$ cat config.mk
export PLATFORM = sky130hd
export DESIGN_NAME = ram_4x4_wr
export DESIGN_NICKNAME = d
export VERILOG_FILES = /design/src/rtl/ram_4x4_wr.sv
export SDC_FILE = /design/constraint.sdc
export NUM_CORES = 1
export LEC_CHECK = 0
export ABC_CLOCK_PERIOD_IN_PS = 1600
export CAP_MARGIN = 20
export CORE_ASPECT_RATIO = 0.9
export CORE_MARGIN = 3
export CORE_UTILIZATION = 27
export DETAILED_ROUTE_END_ITERATION = 10
export GPL_TIMING_DRIVEN = 0
export HOLD_SLACK_MARGIN = 0.12
export PLACE_DENSITY = 0.47
export RECOVER_POWER = 50
export SLEW_MARGIN = 10
export SYNTH_ARGS = -nofsm -noshare
export SYNTH_HDL_FRONTEND = slang
export SYNTH_SLANG_ARGS = --single-unit
$ cat constraint.sdc
create_clock -name clk -period 1.6 [get_ports clk]
set_input_delay 0.32 -clock clk [delete_from_list [all_inputs] [get_ports clk]]
set_output_delay 0.32 -clock clk [all_outputs]
set_load 0.01 [all_outputs]
$ cat src/rtl/ram_4x4_wr.sv
// Writable DEPTH x DATA_W memory: clears itself after reset, takes writes on a valid/ready
// handshake, serves 1-cycle registered reads, and can be locked read-only until reset.
module ram_4x4_wr #(
  parameter int ADDR_W = 2,
  parameter int DATA_W = 4
) (
  input  logic              clk,
  input  logic              rst,
  input  logic              wr_valid,
  output logic              wr_ready,
  input  logic [ADDR_W-1:0] wr_addr,
  input  logic [DATA_W-1:0] wr_data,
  input  logic              lock,
  input  logic              rd_en,
  input  logic [ADDR_W-1:0] rd_addr,
  output logic [DATA_W-1:0] rd_data,
  output logic              rd_valid,
  output logic              busy,
  output logic              locked,
  output logic              wr_err
);
  localparam int DEPTH = 2**ADDR_W;

  typedef enum logic [1:0] {INIT, RUN, LOCKED} state_t;

  state_t                       state_q, state_d;
  logic [ADDR_W-1:0]            init_ptr_q, init_ptr_d;
  logic [DEPTH-1:0][DATA_W-1:0] mem_q;
  logic [DATA_W-1:0]            rd_data_q;
  logic                         rd_valid_q, wr_err_q;

  logic                         mem_we;
  logic [ADDR_W-1:0]            mem_waddr;
  logic [DATA_W-1:0]            mem_wdata;
  logic                         rd_fire;

  always_comb begin
    state_d    = state_q;
    init_ptr_d = init_ptr_q;
    mem_we     = 1'b0;
    mem_waddr  = wr_addr;
    mem_wdata  = wr_data;
    case (state_q)
      INIT: begin
        mem_we     = 1'b1;
        mem_waddr  = init_ptr_q;
        mem_wdata  = '0;
        init_ptr_d = init_ptr_q + 1'b1;
        if (init_ptr_q == ADDR_W'(DEPTH-1)) state_d = RUN;
      end
      RUN: begin
        // a write in the same cycle as lock still lands
        mem_we = wr_valid;
        if (lock) state_d = LOCKED;
      end
      default: ;
    endcase
  end

  assign rd_fire = rd_en && (state_q != INIT);

  always_ff @(posedge clk) begin
    if (rst) begin
      state_q    <= INIT;
      init_ptr_q <= '0;
      rd_data_q  <= '0;
      rd_valid_q <= 1'b0;
      wr_err_q   <= 1'b0;
    end else begin
      state_q    <= state_d;
      init_ptr_q <= init_ptr_d;
      rd_valid_q <= rd_fire;
      wr_err_q   <= (state_q == LOCKED) && wr_valid;
      if (rd_fire) rd_data_q <= mem_q[rd_addr];
    end
  end

  // storage is not reset; INIT clears it, and reads use the pre-edge value (read-first)
  always_ff @(posedge clk) begin
    if (!rst && mem_we) mem_q[mem_waddr] <= mem_wdata;
  end

  assign wr_ready = (state_q != INIT);
  assign busy     = (state_q == INIT);
  assign locked   = (state_q == LOCKED);
  assign rd_data  = rd_data_q;
  assign rd_valid = rd_valid_q;
  assign wr_err   = wr_err_q;
endmodule
# Yosys cells after proc, flatten, opt, wreduce, memory -nomap -nowiden
# Cells that the tools add are included.
# totals
ff_bits,26
in_bits,13
output_inout_bits,9
# classes
addsub,1
order_cmp,3
eq_ne,5
mux,11
n_reduce_logical,9
# op_table
cell,count
16-bit bitwise mux,1
4-bit 2-to-1 mux,3
4-bit binary-select mux with 2-bit select,1
4-bit demux with 2-bit select,1
2-bit by 3-bit less-than comparator with 1-bit output (second input constant),2
2-bit 2-to-1 mux,3
2-bit == test (second input constant),2
1-bit logical AND,4
2-bit case mux with 2 select lines,1
2-bit nonzero test,2
3-bit AND reduction,1
2-bit by 1-bit adder with 2-bit output (second input constant),1
2-bit by 1-bit == test with 1-bit output (second input constant),1
2-bit by 1-bit >= comparator with 1-bit output (second input constant),1
2-bit zero test,1
2-bit by 1-bit inequality test with 1-bit output (second input constant),1
2-bit inequality test (second input constant),1
1-bit case mux with 2 select lines,1
1-bit zero test,1

# Logic depth before layout (Yosys ltp)
# Gate-level depths: netlist of the first run.
# depth
ltp_word,7
mapped_depth,4
mapped_depth_nobuf,3

# Least setup slack after synthesis of the first run
# Ideal clock, no wire load.
# synth_path
kind,reg-to-reg
start,reg state_q[1]
end,"reg mem_q[0] in the netlist's numbering, enable pin"
setup_ps,329
arrival_ps,1156
required_ps,1271
path_slack_ps,115
stages_incl_launch_ff,4
path_buffers,0
synth_period_minus_slack_ps,1485
cell_sequence,dfxtp_1 nor2_4 mux2_4 nor2_1
# synth_via
elab_chain_cells,3
# synth_lines
item,line,source
start: declaration,26,"state_t state_q, state_d;"
start signal: assignment,70,state_q <= state_d;
2-bit zero test,n/a,
named net busy,18,"output logic busy,"
1-bit case mux with 2 select lines,43,case (state_q)
1-bit logical AND,80,if (!rst && mem_we) mem_q[mem_waddr] <= mem_wdata;
end signal: indexed assignment,80,
end: declaration,28,logic [DEPTH-1:0][DATA_W-1:0] mem_q;
# The timed path passes the listed nets, and every way through them passes these cells.
# A chain may end at the register's enable or synchronous reset.

# Worst setup path after layout of the first run
# layout_path
start,reg state_q[0]
end,out locked
# layout_via
elab_chain_cells,1
# layout_lines
item,line,source
2-bit == test,85,assign locked = (state_q == LOCKED);
end: declaration,19,"output logic locked,"
# No other way between the ends.

==> qor.yml, run 1 <==
timing:
  setup_viol_count_final: 0
  postLayoutSetupSlackWorst_ns: 0.0627
  period_minus_slack_ns: 1.54
  slew_headroom_pct: 68.7
  fmax_ghz: 0.650
  setup_tns_ns: 0
  fin_crit_sh_pct: 96.1
  whs_ns: 0.506
  tightest_slew_ns: 0.469
  rsz0062_at_grt: "false"
  clock_skew_ns: 0.00333
  finalHoldViolCount: 0
  drv_slew: 0
power_and_ir_drop:
  vdd_drop_max_mv: 0.774
  powerDensity_nw_per_um2: 1380
  leakagePower_nw: 0.565
global_route:
  grt_use_total_pct: 8.83
  grt_max_degree: 16
  grt_first_pass_wirelength_um: 3110
  grt_pass1_vias: 659
  antenna_found_initial: 0
  grt-ovfl-total: 0
critical_path:
  criticalPathCategory: "reg -> out"
  required_ns: 1.28
  reg2reg_setup_slack_ns: 0.09
  end_kind: "primary output"
  worstPathCellList: "buf_4 -> nor2_1 -> dlygate4sd2_1"
  startpoint: "state_q[0]$_SDFFE_PP0P_"
  critPathMaxStageDelay_ns: 0.41
  rr_worst_depth: 4
  cp-start-kind: "flip-flop"
  crit_arrival_ns: 1.22
  r2r-end: "mem_q[2]$_DFFE_PP_"
  reg2reg_from: "state_q[0]$_SDFFE_PP0P_"
  cp_max_fo: 10
  crit_family: "buffers and inverters"
  worstPathBufferInverterCount: 2
  worstSetupPathDepth: 3
  cpMaxStageDelayCell: "dfxtp_1"
  critPathCapture: "locked"
routing:
  via_per_inst: 4.40
  drtIter0Drc: 21
  ant_nets: 0
  drtPass1Iterations: 4
  route.detailed.wl_per_inst_um: 12.8
  vias: 643
  drt_wl_total_um: 1870
  drc: 0
floorplan:
  die_x_um: 71.8
  fp.coreArea_sq_um: 3550
  rows: 20
  io_pins: 22
  die_h_um: 65.3
  die-area_sq_um: 4690
  initial_core_util_pct: 29.6
placed_design:
  pre_cts_slack_ns: -0.254
  hpwl_um: 1450
  portBuffers: 21
  finalWeightedCongestion: 0.802
yosys:
  yosys-top-cells-count: "16 x edfxtp_1, 14 x nor2_1, 10 x dfxtp_1"
  synth_seq_cells: 26
  ys_types: 22
  ys_seq_area_share_pct: 64.6
  synth-main-ff-cell: "edfxtp_1"
  syn_area_per_cell_sq_um: 14.2
  ys_async_sr_fraction_pct: 0
  synth_area_sq_um: 1050
  netlist_instances: 74
  synth_area_leader_cell: "edfxtp_1"
  syn-num-nets: 88
  synth-edff-count: 16
  yosysWarnings: 0
  yosysMostFrequentCell: "edfxtp_1"
  ys_top_cells_by_area: "edfxtp_1 46%, dfxtp_1 19%, mux4_2 8.6%"
  synth_top_cell_area_share_pct: 45.6
clock_tree:
  cts-htree-levels: 1
  clk_pin_slew_ns: 0.09
  insertion_delay_ns: 0.26
  cts.sinks: 26
  cts_made_buffers: 3
  clock_path_buffers: 2
  cts_tree: "done"
  root_buffer: "clkbuf_8"
cells_and_area:
  drive_gt1_share_pct: 18.6
  antenna_cells: 0
  utilization_pct: 40.3
  area_growth_pct: 35.9
  fin_nets: 117
hold_path:
  hp-class: "reg -> reg"
job:
  maxCapViolations: 0
run_status:
  status: "finished, final reports clean"
-- worst min-delay path: stages, from the launching register on --
cell and delay, ns:
dfxtp_1 0.34, mux2i_1 0.07, nor2_1 0.07
-- layout make-up --
class                   instances  area, sq um
fillers                       343         2120
flip-flops and latches         26          682
multi-input cells              44          377
repair buffers                 24          228
well taps                      44         55.1
clock buffers                   3         41.3
clock inverters                 1         30.0
plain buffers                   2         11.3
inverters                       2         7.51
-- timing repair --
action,CTS,global route
resized for setup,7,7
endpoints found under the setup margin,19,12
endpoints found under the hold margin,0,0
hold buffers,0,0
setup buffers,3,0
pin swaps,1,1
-- cell usage in the layout (no fill, tap or decap), drive strengths merged, types with 2 or more instances in the layout --
master / n
o21ai: 4
dfxtp: 10
mux4: 4
a21oi: 3
clkdlybuf4s50: 15
dlygate4sd3: 2
and2b: 2
clkbuf: 6
dlygate4sd2: 3
nor2b: 3
edfxtp: 16
mux2i: 5
inv: 2
buf: 2
nor2: 15
-- cell families after synthesis --
family,after synthesis,share of synthesized area [%]
and+or+nand+nor,24,11.9
xor gates and xnor gates,1,0.832
DFF,26,64.6
adders and majority gates,1,1.19
muxes,10,14.7
buffers and inverters,4,1.54
AOI/OAI and AO/OA,8,5.23
-- report_power, final --
part           switching [mW]  internal [mW]
combinational           0.267          0.254
clock                   0.198          0.334
sequential             0.0568          0.864
-- state kept, by name (all words and copies together), names as in the netlist --
name / cells
rd_data: 4
init_ptr_q: 2
wr_err: 1
mem_q: 16
rd_valid: 1
state_q: 2
-- worst min path at each step --
stage | slack (ns) | cells after the start | to | from
after floorplan | 0.44 | 1 | state_q[0]$_SDFFE_PP0P_ | lock
after global placement | 0.47 | 2 | rd_data[0]$_SDFFE_PP0P_ | rd_data[0]$_SDFFE_PP0P_
after detailed placement | 0.49 | 2 | rd_data[2]$_SDFFE_PP0P_ | rd_data[2]$_SDFFE_PP0P_
after CTS | 0.52 | 2 | rd_data[2]$_SDFFE_PP0P_ | rd_data[2]$_SDFFE_PP0P_
after global routing | 0.56 | 2 | init_ptr_q[1]$_SDFFE_PP0P_ | init_ptr_q[1]$_SDFFE_PP0P_
final | 0.51 | 2 | rd_data[1]$_SDFFE_PP0P_ | rd_data[1]$_SDFFE_PP0P_
-- stage by stage --
step | instance area, sq um | cells | total power [mW]
2_1_floorplan | 1050 | 74 | 1.23
3_3_place_gp | 1320 | 139 | 1.40
3_5_place_dp | 1320 | 139 | 1.41
4_1_cts | 1420 | 146 | 1.98
5_1_grt | 1430 | 146 | 2.10
6_report | 1430 | 146 | 1.97
-- metal layers --
metal,up-vias,wire length (um),GRT usage (%)
met2,20,889,14.7
met1,292,845,10.5
li1,329,-,-
met4,0,9,1.41
met3,2,128,4.28
met5,-,0,0
No activity file was read; power rests on OpenSTA's default activity.
==> run 2, diff against run 1 <==
--- a/config.mk
+++ b/config.mk
@@ -5,6 +5,7 @@
 export SDC_FILE = /design/constraint.sdc
 export NUM_CORES = 1
 export LEC_CHECK = 0
+export ABC_AREA = 1
 export ABC_CLOCK_PERIOD_IN_PS = 1600
 export CAP_MARGIN = 20
 export CORE_ASPECT_RATIO = 0.9
@@ -13,7 +14,7 @@
 export DETAILED_ROUTE_END_ITERATION = 10
 export GPL_TIMING_DRIVEN = 0
 export HOLD_SLACK_MARGIN = 0.12
-export PLACE_DENSITY = 0.47
+export PLACE_DENSITY = 0.46
 export RECOVER_POWER = 50
 export SLEW_MARGIN = 10
 export SYNTH_ARGS = -nofsm -noshare
==> qor.yml, run 2 <==
critical_path:
  cp-start-kind: "input port"
  end_kind: "flip-flop"
  crit_arrival_ns: 1.45  # +0.23 ns
  required_ns: 1.56  # +0.28 ns
  criticalPathCategory: "in -> reg"
  cp_max_fo: 4  # -6
  rr_worst_depth: 6  # +2
yosys:
  synth_top_cell_area_share_pct: 43.7  # -1.9 points
  synth_seq_cells: 26  # unchanged
  synth_area_leader_cell: "edfxtp_1"
  synth-main-ff-cell: "edfxtp_1"
  yosysWarnings: 0  # unchanged
  netlist_instances: 118  # +59%
  synth_area_sq_um: 1100  # +4.4%
  ys_top_cells_by_area: "edfxtp_1 44%, dfxtp_1 18%, nand2_1 11%"
  synth_top_family_by_area: "simple AND/OR/NAND/NOR gates"
  synth-edff-count: 16  # unchanged
  synth_xor_area_share_pct: 0  # -0.83 points
  yosys-top-cells-count: "33 x nand2_1, 16 x edfxtp_1, 16 x inv_1"
  synth-simple-area-share_pct: 23.5  # +12 points
  syn-num-nets: 132  # +50%
  yosysMostFrequentCell: "nand2_1"
  syn_area_per_cell_sq_um: 9.32  # -35%
  muxShareOfSynthArea_pct: 0  # -15 points
  ys_types: 18  # -18%
  ys_seq_area_share_pct: 61.9  # -2.7 points
  synthAdderAreaFrac_pct: 1.14  # -0.050 points
  synth_compound_area_share_pct: 6.48  # +1.3 points
  ys_async_sr_fraction_pct: 0  # unchanged
power_and_ir_drop:
  powerDensity_nw_per_um2: 1080  # -22%
  vdd_drop_max_mv: 0.399  # -48%
  total_power_mw: 1.56  # -21%
  leakagePower_nw: 0.626  # +11%
timing:
  rsz0062_at_grt: "false"
  postLayoutSetupSlackWorst_ns: 0.107  # +0.0439 ns
  setup_viol_count_final: 0  # unchanged
  period_minus_slack_ns: 1.49  # -0.0439 ns
  clock_skew_ns: 0.00836  # +0.00503 ns
  tightest_slew_ns: 0.259  # -0.210 ns
  slew_headroom_pct: 82.7  # +14 points
  fmax_ghz: 0.670  # +2.9%
  fin_crit_sh_pct: 93.3  # -2.7 points
  setup_tns_ns: 0  # unchanged
  finalHoldViolCount: 0  # unchanged
  drv_slew: 0  # unchanged
global_route:
  grtUsageMet2_pct: 14.2  # -0.50 points
  grt_first_pass_wirelength_um: 3530  # +14%
  grt-ovfl-total: 0  # unchanged
  grt_pass1_vias: 732  # +11%
  antenna_found_initial: 0  # unchanged
  grt_use_total_pct: 9.74  # +0.92 points
  grtUsageMet3_pct: 1.96  # -2.3 points
  grt_busiest_layer: "met2"
  grt_max_degree: 16  # unchanged
  grt.met1_usage_pct: 13.6  # +3.0 points
cells_and_area:
  layout_common_cells: "33 x nand2_1, 16 x edfxtp_1, 15 x inv_1"
  multiInputGateArea_sq_um: 358  # -5.0%
  seqCellArea_sq_um: 686  # +0.55%
  area_growth_pct: 32.0
  antenna_cells: 0  # unchanged
  largest_reg_flops: 16  # unchanged
  final_cells: 189  # +29%
  regMostFlops: "mem_q"
  layout_commonest_cell: "nand2_1"
  drive_gt1_share_pct: 15.4  # -3.2 points
  fillers: 400  # +17%
  fin_nets: 158  # +35%
  utilization_pct: 38.1  # -2.2 points
clock_tree:
  cts.sinks: 26  # unchanged
  clock_path_buffers: 2  # unchanged
  cts_made_buffers: 3  # unchanged
  clk_pin_slew_ns: 0.08  # about the same
  cts_tree: "done"
  cts-htree-levels: 1  # unchanged
  root_buffer: "clkbuf_8"
  insertion_delay_ns: 0.27  # about the same
  postCtsHoldBufs: 0  # unchanged
floorplan:
  io_pins: 22  # unchanged
  die_x_um: 73.3  # +2.0%
  die-area_sq_um: 4880  # +4.0%
  initial_core_util_pct: 28.9  # -0.78 points
  fp.coreArea_sq_um: 3810  # +7.2%
  die_h_um: 66.6  # +2.0%
  rows: 21  # +5.0%
routing:
  drtIter0Drc: 29  # +38%
  via_per_inst: 4.28  # -2.9%
  ant_nets: 0  # unchanged
  vias: 808  # +26%
  drc: 0  # unchanged
  drtPass1Iterations: 4  # unchanged
  route.detailed.wl_per_inst_um: 11.0  # -14%
  drt_wl_total_um: 2080  # +11%
hold_path:
  hold_path_depth: 1  # -1
  hp-class: "reg -> reg"
placed_design:
  finalWeightedCongestion: 0.722  # -9.9%
  pre_cts_slack_ns: -0.513  # -0.259 ns
  hpwl_um: 1630  # +13%
  dp_cells: 184  # +32%
  portBuffers: 20  # -4.8%
job:
  maxCapViolations: 0  # unchanged
run_status:
  status: "finished, final reports clean"
## run 2: cell count changes after synthesis, sizes merged, moves of 2 or more
| cell | delta |
|---|---|
| nand2 | +36 |
| inv | +17 |
| nand3 | +9 |
| a21oi | +5 |
| mux2i | -5 |
| mux4 | -4 |
| nor2 | -4 |
| nor2b | -3 |
| and2b | -2 |
## run 2: power by group
group	internal, mW	switching [mW]	leakage, nW	total, mW
Clock	0.334	0.196	0.0357	0.531
Combinational	0.0946	0.141	0.356	0.236
Sequential	0.774	0.0224	0.234	0.796
Total	1.20	0.360	0.626	1.56
## run 2: cell families (layout without fill, tap and decap cells)
kind of cell	after synthesis	count (layout)
DFF	26	26
AOI/OAI and AO/OA	13	13
buffers and inverters	20	45
and+or+nand+nor	58	58
adders and majority gates	1	1
## run 2: critical path: stages
cell           delay (ns)
dlygate4sd3_1        0.52
inv_1                0.05
a21oi_1              0.19
nand2_1              0.15
nor2_2               0.23
## run 2: cell type report
cell class,instances,area share (%)
Sequential cell,26,47.2
Tap cell,46,3.97
Multi-Input combinational cell,72,24.7
Inverter,19,4.91
Clock buffer,3,2.84
Clock inverter,1,2.07
Buffer,1,0.345
Timing Repair Buffer,21,14.0
## run 2: final timing paths
path                      startpoint            endpoint  slack [ns]
max                         wr_valid  mem_q[8]$_DFFE_PP_        0.11
min          state_q[0]$_SDFFE_PP0P_   wr_err$_SDFF_PP0_        0.49
max reg2reg  state_q[0]$_SDFFE_PP0P_  mem_q[8]$_DFFE_PP_        0.12
min reg2reg  state_q[0]$_SDFFE_PP0P_   wr_err$_SDFF_PP0_        0.49
## run 2: what timing repair did
item	CTS	global route
buffers inserted	1	0
resized for setup	13	0
setup endpoints to repair	19	0
## run 2: through the flow
step / hold WS (ns) / cell area, sq um
final: 0.495 / 1450
after CTS: 0.497 / 1450
after global routing: 0.520 / 1450
after floorplan: 0.389 / 1100
after detailed placement: 0.487 / 1360
after global placement: 0.478 / 1360
## run 2: routing by layer
metal / vias to the layer above / part of all wire, %
met1: 365 / 51
li1: 425 / -
met4: 0 / 1.5
met5: - / 0
met3: 2 / 3.7
met2: 16 / 44
